File: src/rtl/fifo36_to_u32_gearbox_pkg.sv
// Shared widths, header magic and FSM encoding for the 36->32 bit dump gearbox.
package fifo36_to_u32_gearbox_pkg;

  localparam int FIFO_W = 36;
  localparam int OUT_W  = 32;
  localparam int ACC_W  = 68;
  localparam int FILL_W = 7;

  localparam logic [15:0] HDR_MAGIC_DEF = 16'hA5C3;

  typedef enum logic [1:0] {
    ST_IDLE  = 2'd0,
    ST_HDR   = 2'd1,
    ST_RUN   = 2'd2,
    ST_FLUSH = 2'd3
  } state_e;

  // Mask of the n low bits of an output word (n saturates at OUT_W).
  function automatic logic [OUT_W-1:0] low_mask(input logic [FILL_W-1:0] n);
    logic [OUT_W-1:0] m;
    m = '0;
    for (int i = 0; i < OUT_W; i++) begin
      if (i < int'(n)) m[i] = 1'b1;
    end
    return m;
  endfunction

endpackage

File: src/rtl/fifo36_to_u32_gearbox_accum.sv
// Bit accumulator: appends 36-bit captures at the fill point, pops 32 bits from the bottom.
// Pop and capture may coincide; the capture lands at the post-pop fill.
module fifo36_to_u32_gearbox_accum
  import fifo36_to_u32_gearbox_pkg::*;
(
  input  logic              clk,
  input  logic              rst,
  input  logic              cap_vld,
  input  logic [FIFO_W-1:0] cap_dat,
  input  logic              pop,
  output logic [FILL_W-1:0] fill,
  output logic [OUT_W-1:0]  word,
  output logic [OUT_W-1:0]  pad_word
);

  logic [ACC_W-1:0]  acc_q, acc_d, acc_pop;
  logic [FILL_W-1:0] fill_q, fill_d, fill_pop;

  always_comb begin
    acc_pop  = acc_q;
    fill_pop = fill_q;
    if (pop) begin
      acc_pop  = acc_q >> OUT_W;
      fill_pop = (fill_q >= FILL_W'(OUT_W)) ? (fill_q - FILL_W'(OUT_W)) : '0;
    end
    acc_d  = acc_pop;
    fill_d = fill_pop;
    if (cap_vld) begin
      acc_d  = acc_pop | (ACC_W'(cap_dat) << fill_pop);
      fill_d = fill_pop + FILL_W'(FIFO_W);
    end
  end

  always_ff @(posedge clk) begin
    if (rst) begin
      acc_q  <= '0;
      fill_q <= '0;
    end else begin
      acc_q  <= acc_d;
      fill_q <= fill_d;
    end
  end

  assign fill     = fill_q;
  assign word     = acc_q[OUT_W-1:0];
  assign pad_word = acc_q[OUT_W-1:0] & low_mask(fill_q);

endmodule

File: src/rtl/fifo36_to_u32_gearbox.sv
// Drains a 36-bit FIFO into a dense LSB-first 32-bit valid/ready stream, one header per frame.
// Reads only in RUN with at most one outstanding; output held stable under backpressure.
module fifo36_to_u32_gearbox
  import fifo36_to_u32_gearbox_pkg::*;
#(
  parameter int          FIFO_WIDTH = 36,
  parameter int          OUT_WIDTH  = 32,
  parameter logic [15:0] HDR_MAGIC  = HDR_MAGIC_DEF
) (
  input  logic                  clk,
  input  logic                  rst,
  input  logic                  start,
  input  logic                  flush,
  input  logic                  fifo_empty,
  input  logic [FIFO_WIDTH-1:0] fifo_q,
  output logic                  fifo_rd_en,
  output logic [OUT_WIDTH-1:0]  out_data,
  output logic                  out_valid,
  input  logic                  out_ready,
  output logic                  busy,
  output logic [15:0]           frame_cnt
);

  state_e            state_q, state_d;
  logic [15:0]       frame_cnt_q, frame_cnt_d;
  logic              rd_pend_q;
  logic              pop;
  logic              pad_req;
  logic [FILL_W-1:0] fill;
  logic [OUT_W-1:0]  word, pad_word;

  fifo36_to_u32_gearbox_accum u_accum (
    .clk      (clk),
    .rst      (rst),
    .cap_vld  (rd_pend_q),
    .cap_dat  (fifo_q),
    .pop      (pop),
    .fill     (fill),
    .word     (word),
    .pad_word (pad_word)
  );

  // Read only while at most 32 bits are buffered so a capture never overflows 68 bits.
  assign fifo_rd_en = (state_q == ST_RUN) & ~fifo_empty & ~rd_pend_q & (fill <= FILL_W'(OUT_W));

  assign pad_req = (state_q == ST_FLUSH) & (fill != '0) & (fill < FILL_W'(OUT_W)) & ~rd_pend_q;

  always_comb begin
    state_d     = state_q;
    frame_cnt_d = frame_cnt_q;
    out_valid   = 1'b0;
    out_data    = '0;
    unique case (state_q)
      ST_IDLE: begin
        if (start) state_d = ST_HDR;
      end
      ST_HDR: begin
        out_valid = 1'b1;
        out_data  = {HDR_MAGIC, frame_cnt_q};
        if (out_ready) begin
          frame_cnt_d = frame_cnt_q + 16'd1;
          state_d     = ST_RUN;
        end
      end
      ST_RUN: begin
        out_valid = (fill >= FILL_W'(OUT_W));
        out_data  = word;
        if (flush) state_d = ST_FLUSH;
      end
      ST_FLUSH: begin
        out_data = word;
        if (fill >= FILL_W'(OUT_W)) begin
          out_valid = 1'b1;
        end else if (pad_req) begin
          out_valid = 1'b1;
          out_data  = pad_word;
        end else if ((fill == '0) && !rd_pend_q) begin
          state_d = ST_IDLE;
        end
      end
      default: state_d = ST_IDLE;
    endcase
    pop = out_valid & out_ready & ((state_q == ST_RUN) | (state_q == ST_FLUSH));
  end

  always_ff @(posedge clk) begin
    if (rst) begin
      state_q     <= ST_IDLE;
      frame_cnt_q <= '0;
      rd_pend_q   <= 1'b0;
    end else begin
      state_q     <= state_d;
      frame_cnt_q <= frame_cnt_d;
      rd_pend_q   <= fifo_rd_en;
    end
  end

  assign busy      = (state_q != ST_IDLE);
  assign frame_cnt = frame_cnt_q;

endmodule

File: config.mk
export PLATFORM = sky130hd
export DESIGN_NAME = fifo36_to_u32_gearbox
export DESIGN_NICKNAME = d
export VERILOG_FILES = /design/src/rtl/fifo36_to_u32_gearbox_pkg.sv /design/src/rtl/fifo36_to_u32_gearbox_accum.sv /design/src/rtl/fifo36_to_u32_gearbox.sv
export SDC_FILE = /design/constraint.sdc
export NUM_CORES = 1
export LEC_CHECK = 0
export ABC_AREA = 1
export ABC_CLOCK_PERIOD_IN_PS = 2900
export CAP_MARGIN = 5
export CORE_UTILIZATION = 42
export CTS_CLUSTER_DIAMETER = 120
export DETAILED_ROUTE_END_ITERATION = 8
export PLACE_DENSITY = 0.59
export SLEW_MARGIN = 25
export SYNTH_ARGS = -nofsm -noshare
export SYNTH_HDL_FRONTEND = slang
export SYNTH_SLANG_ARGS = --single-unit
File: constraint.sdc
create_clock -name clk -period 2.9 [get_ports clk]
set_input_delay 0.58 -clock clk [delete_from_list [all_inputs] [get_ports clk]]
set_output_delay 0.58 -clock clk [all_outputs]
set_load 0.05 [all_outputs]
==> results.sh <==
export IMPL_slew_violations=0
export IMPL_irDropWorstVdd_uv=385.9
export IMPL_p_per_area_nw_per_um2=539.9
export IMPL_num_io_pins=93
export IMPL_finalSetupTns_ns=0
export IMPL_antenna_found_initial=0
export IMPL_p_leak_nw=4.395
export IMPL_synth_cell_types=44
export IMPL_cts_made_buffers=9
export IMPL_hold_violations=0
export IMPL_grt_pass1_vias=8883
export IMPL_path_clk_slew_ns=0.08
export IMPL_slowest_stage="dfxtp_4"
export IMPL_maxCapViolCount=0
export IMPL_grt_max_degree=79
export IMPL_hp_start="u_accum.acc_q[52]"
export IMPL_drt_initial_drc_count=789
export IMPL_final_common_cell="nand2_1"
export IMPL_async_flop_share=0
export IMPL_drive_gt1_frac=0.1675
export IMPL_vias=9685
export IMPL_cts_buffer_depth=2
export IMPL_setup_viol=0
export IMPL_final_nets=1507
export IMPL_min_period_ns=2.868
export IMPL_hold_path_end="u_accum.acc_q[52]"
export IMPL_ys_ff_latch=94
export IMPL_h_tree_depth=3
export IMPL_cpMostUsedCell="buf_4"
export IMPL_yosys_warnings=0
export IMPL_cts_sinks=94
export IMPL_arrival_ns=2.29
export IMPL_synth_top_area_cell="dfxtp_1"
export IMPL_yosysSeqAreaShare=0.2490
export IMPL_final_cell_mix="427 x nand2_1, 273 x nand3_1, 136 x buf_4, 98 x inv_1, 90 x dfxtp_1"
export IMPL_critPathCaptureType="primary output"
export IMPL_setup_slack_ns=0.03156
export IMPL_drt_first_pass_iters=5
export IMPL_areaGrowthSynthToFinish_pct=29.21
export IMPL_grt_use_total=0.3520
export IMPL_row_count=48
export IMPL_core_area_um2=17420
export IMPL_dpl_hpwl_um=24890
export IMPL_r2r_cells=15
export IMPL_diodes=0
export IMPL_fin_hold_ws_ns=0.4644
export IMPL_maxSlewHeadroom=0.4015
export IMPL_synth_avg_cell_area_um2=5.730
export IMPL_grt_setup_unrepaired="yes"
export IMPL_synth_area_um2=7557
export IMPL_post_synth_main_area_contributors="dfxtp_1 25%, nand2_1 21%, nand3_1 18%"
export IMPL_final_util=0.5606
export IMPL_critPathMaxFanout=5
export IMPL_status="completed"
export IMPL_die_w_um=136.1
export IMPL_clock_skew_ns=0.01698
export IMPL_cts_root_buf="clkbuf_16"
export IMPL_max_freq_ghz=0.3486
export IMPL_path_cells="inv_1 -> ha_2 -> buf_4 -> nor2_4 -> buf_4 -> nand2_1 -> buf_4 -> inv_4 -> buf_4 -> o41ai_2 -> buf_4"
export IMPL_syn_inst=1319
export IMPL_wl_per_cell_um=18.92
export IMPL_grt_pass1_wl_um=49400
export IMPL_r2r_start="state_q[1]"
export IMPL_synthesis_nets=1368
export IMPL_overflow=0
export IMPL_r2r_end="u_accum.acc_q[8]"
export IMPL_viasPerCell=5.738
export IMPL_hp_class="flop to flop"
export IMPL_place_gp_congestion=0.9690
export IMPL_reg2reg_slack_ns=0.12
export IMPL_stdcell_area_um2=9764
export IMPL_port_buffers=92
export IMPL_synth_enable_flop_cells=0
export IMPL_initial_core_util=0.4339
export IMPL_start_kind="flop"
export IMPL_yosys_area_top_type_share=0.2490
export IMPL_die_h_um=136.1
export IMPL_critPathRequiredTime_ns=2.32
export IMPL_cts_tree="built"
export IMPL_crit_type="flop to primary output"
export IMPL_die_area_um2=18530
export IMPL_worstSkewPairLatency_ns=0.36
export IMPL_routed_wl_um=31950
export IMPL_placed_cell_area_um2=9213
export IMPL_drcViolationCount=0
export IMPL_preCtsSetupSlack_ns=-0.1066
export IMPL_cp_slowest_stage_delay_ns=0.36
export IMPL_min_delay_path_depth=2
export IMPL_ant_nets=0
export IMPL_post_route_period_util=0.9891
export IMPL_tightest_slew_ns=0.8968
export IMPL_synth_ff_type="dfxtp_1"
[stage by stage]
| step | cells | total power [mW] |
|---|---|---|
| 6_report | 1688 | 5.272 |
| 5_1_grt | 1688 | 5.550 |
| 4_1_cts | 1686 | 5.163 |
| 3_5_place_dp | 1666 | 3.884 |
| 3_3_place_gp | 1666 | 3.881 |
| 2_1_floorplan | 1319 | 2.944 |
[layer usage]
metal	track usage	wire length, um
met1	0.4346	13360
met2	0.6001	15150
met3	0.04847	2112
met4	0.1660	1319
met5	0	0
[sequential cells by signal, summed over array words and instances (netlist names)]
register	cells
u_accum.fill	7
rd_pend_q	1
state_q	2
frame_cnt	16
u_accum.acc_q	68
[worst max-delay path: cells and delay by family, from the launching register on]
kind	cells	cell delay, ns
flip-flops	1	0.36
adder cells (fa/ha/maj)	1	0.24
AND/OR/NAND/NOR	2	0.11
buffers and inverters	7	0.94
AO/OA/AOI/OAI	1	0.27
[cells in the mapped netlist, types with 6 or more instances]
| master | count |
|---|---|
| inv_1 | 100 |
| ha_1 | 7 |
| clkbuf_1 | 30 |
| o21ai_0 | 46 |
| nand4_1 | 25 |
| nor2_1 | 50 |
| a31oi_1 | 23 |
| dfxtp_1 | 94 |
| buf_4 | 9 |
| nand3_1 | 274 |
| buf_2 | 31 |
| nor2_2 | 8 |
| nand2_2 | 6 |
| o21ai_1 | 19 |
| nor3_1 | 12 |
| nand2_1 | 432 |
| inv_2 | 15 |
| a21oi_1 | 86 |
[kinds of logic (layout without fill, tap and decap cells)]
group                    Yosys count  count (layout)  share of synthesized area
adder cells (fa/ha/maj)            7               7                    0.01159
buffers and inverters            197             341                     0.1121
AO/OA/AOI/OAI                    194             194                     0.1414
multiplexers                       3               3                   0.003974
flip-flops                        94              94                     0.2490
AND/OR/NAND/NOR                  824             824                     0.4820
[where the power goes]
group	switching (mW)	internal (mW)
sequential	0.0735	1.39
combinational	1.70	0.886
clock	0.612	0.611
total	2.39	2.88
[final cells by class]
cell class              instances  area [um2]
well taps                     225       281.5
clock inverters                 7       72.57
multi-input cells            1028        5021
repair buffers                207        1817
flip-flops and latches         94        1889
inverters                     118       457.9
clock buffers                   9       225.2
fillers                      1841        7652
[how the worst max path moves through the flow]
stage	to	slack, ns	cells past startpoint	startpoint
final	out_data[22]	0.03	11	state_q[0]
after CTS	out_data[10]	0.003	13	state_q[0]
after global placement	u_accum.acc_q[57]	-0.12	16	out_ready
after global routing	out_data[22]	-0.08	11	state_q[0]
after floorplan	out_data[17]	-0.47	10	u_accum.fill[3]
after detailed placement	u_accum.acc_q[57]	-0.11	16	out_ready
[what timing repair did]
action                                  4_1_cts  5_1_grt
gates resized for setup                      16       41
buffers inserted                              4        2
pin swaps                                     3        5
hold buffers                                  0        0
endpoints found under the setup margin       17       67
(Power assumes the default switching activity.)
==> variant, RTL diff (same settings) <==
Re-encode `state_e` (4 states) as one-hot, 4 bits wide.
--- a/src/rtl/fifo36_to_u32_gearbox_pkg.sv
+++ b/src/rtl/fifo36_to_u32_gearbox_pkg.sv
@@ -8,11 +8,11 @@
 
   localparam logic [15:0] HDR_MAGIC_DEF = 16'hA5C3;
 
-  typedef enum logic [1:0] {
-    ST_IDLE  = 2'd0,
-    ST_HDR   = 2'd1,
-    ST_RUN   = 2'd2,
-    ST_FLUSH = 2'd3
+  typedef enum logic [3:0] {
+    ST_IDLE  = 4'b0001,
+    ST_HDR   = 4'b0010,
+    ST_RUN   = 4'b0100,
+    ST_FLUSH = 4'b1000
   } state_e;
 
   // Mask of the n low bits of an output word (n saturates at OUT_W).
Behaviour: no difference found for any inputs over 10 cycles, from zero or initial values and one cycle with rst high; not proved beyond that.
==> variant against the original RTL <==
  * Fmax increased by 2.7%
  * Cell area increased by 1.4%
  * Largest cell class unchanged
  * Critical endpoint is now out_data[26]
  * Wire length decreased by 2.5%
  * Non-clock buffer count is 8 lower
  * Synthesized area up 0.81%
  * Setup slack better by 0.074 ns
  * Count of clock-buffer cells in the layout is 1 higher
  * Critical path type unchanged
  * Sequential cell count up 2
Power is not compared: it rests on default switching activity, and its combinational part moved more than twofold at a synthesized area within 25%.
==> variant: results (changes against the original RTL) <==
vias in the first global route=8751 (was 8883); Hold Path Depth=2 (unchanged); status=completed (unchanged); Adder-Cell Fraction of Synth Area=0.00328 (was 0.0116); Worst-Skew Late Latency=0.36 ns (about the same); share of layout cells above drive strength 1=0.166 (was 0.167); R2R Path End=u_accum.acc_q[39] (was u_accum.acc_q[8]); synthesized instance count=1312 (was 1319); critical path arrival=2.21 ns (was 2.29 ns); routed via count=9482 (was 9685); final hold slack=0.465 ns (was 0.464 ns); hold path startpoint=u_accum.acc_q[55] (was u_accum.acc_q[52]); worst setup path endpoint=out_data[26] (was out_data[22]); Area after DPL=0.00942 mm2 (was 0.00921 mm2); fill cell count=1804 (was 1841); post-synth net total=1356 (was 1368); final WL=31.1 mm (was 31.9 mm); PostCTS Resize Cnt=10 (was 16); Synth area leaders=dfxtp_1 25%, nand2_1 20%, nand3_1 18%, inv_1 5.1%, a21oi_1 5.0% (was dfxtp_1 25%, nand2_1 21%, nand3_1 18%, a21oi_1 5.7%, inv_1 5.0%); register area share after synthesis=0.252 (was 0.249); M1 WL=13.2 mm (was 13.4 mm); GR Util met1=0.435 (about the same); highest metal used=met4 (unchanged); met3 usage=0.0556 (was 0.0485); Synth top cells by count=409 x nand2_1, 269 x nand3_1, 104 x inv_1, 96 x dfxtp_1, 76 x a21oi_1 (was 432 x nand2_1, 274 x nand3_1, 100 x inv_1, 94 x dfxtp_1, 86 x a21oi_1); XOR/XNOR Fraction of Synth Area=0 (unchanged); DR WL met2=14.5 mm (was 15.2 mm); post-synthesis mux area share=0.00394 (was 0.00397); R2R cell count=18 (was 15); compound-cell area share of the yosys netlist=0.152 (was 0.141); Worst Hold End=u_accum.acc_q[55] (was u_accum.acc_q[52]); pin count of the biggest net entering global routing=85 (was 79); LEAKAGE=about 4.5 nW; HPWL Detailed=24.7 mm (was 24.9 mm); Yosys warnings=0 (unchanged); skew final=0.0147 ns (was 0.0170 ns); Slew HR=0.425 (was 0.401); reg2reg start=state_q[0] (was state_q[1]); Iter 0 DRT Violations=925 (was 789); flop-to-flop setup slack=0.22 ns (was 0.12 ns); Cell variety after synth=51 (was 44); Peak VDD IR=between 0.3 and 0.4 mV; postcts setup bufs=0 (was 4); first-pass GRT wire length=48.0 mm (was 49.4 mm); met2 GRT Util=0.569 (was 0.600); Tot GR Track Use=0.343 (was 0.352); 1st-pass router iterations=8 (was 5); Crit Path Max Fanout=10 (was 5); Initial Util=0.436 (was 0.434); final std cells w/o fill=1673 (was 1688); GP Congestion=0.970 (was 0.969); Met3 Wirelength=2.07 mm (was 2.11 mm); # nets final=1487 (was 1507)
-- variant: layout make-up --
class                   count  area [um2]  area share
clock buffers              10         239      0.0241
clock inverters             6         115      0.0116
inverters                 126         484      0.0489
multi-input cells        1011        4990       0.504
flip-flops and latches     96        1920       0.194
well taps                 225         282      0.0284
repair buffers            199        1870       0.188
-- variant: through the flow --
stage	total power, mW	worst slack (ns)
after global placement	1.99	-0.197
after global routing	3.51	0.00277
after detailed placement	1.99	-0.198
after CTS	3.41	-0.0499
after floorplan	1.76	-0.255
final	3.40	0.106
-- variant: power breakdown --
group	switching (mW)	total (mW)	internal (mW)	leakage [nW]
sequential	0.0172	1.35	1.33	0.774
clock	0.557	1.43	0.872	0.169
combinational	0.409	0.627	0.218	3.56
total	0.983	3.40	2.42	4.51
-- variant: worst max-delay path: stages, from the launching register on --
cell and delay, ns:
dfxtp_1 0.36, nor2_2 0.18, nand3_2 0.21, nand2_4 0.23, inv_1 0.23, o41ai_2 0.39
buf_4 0.26
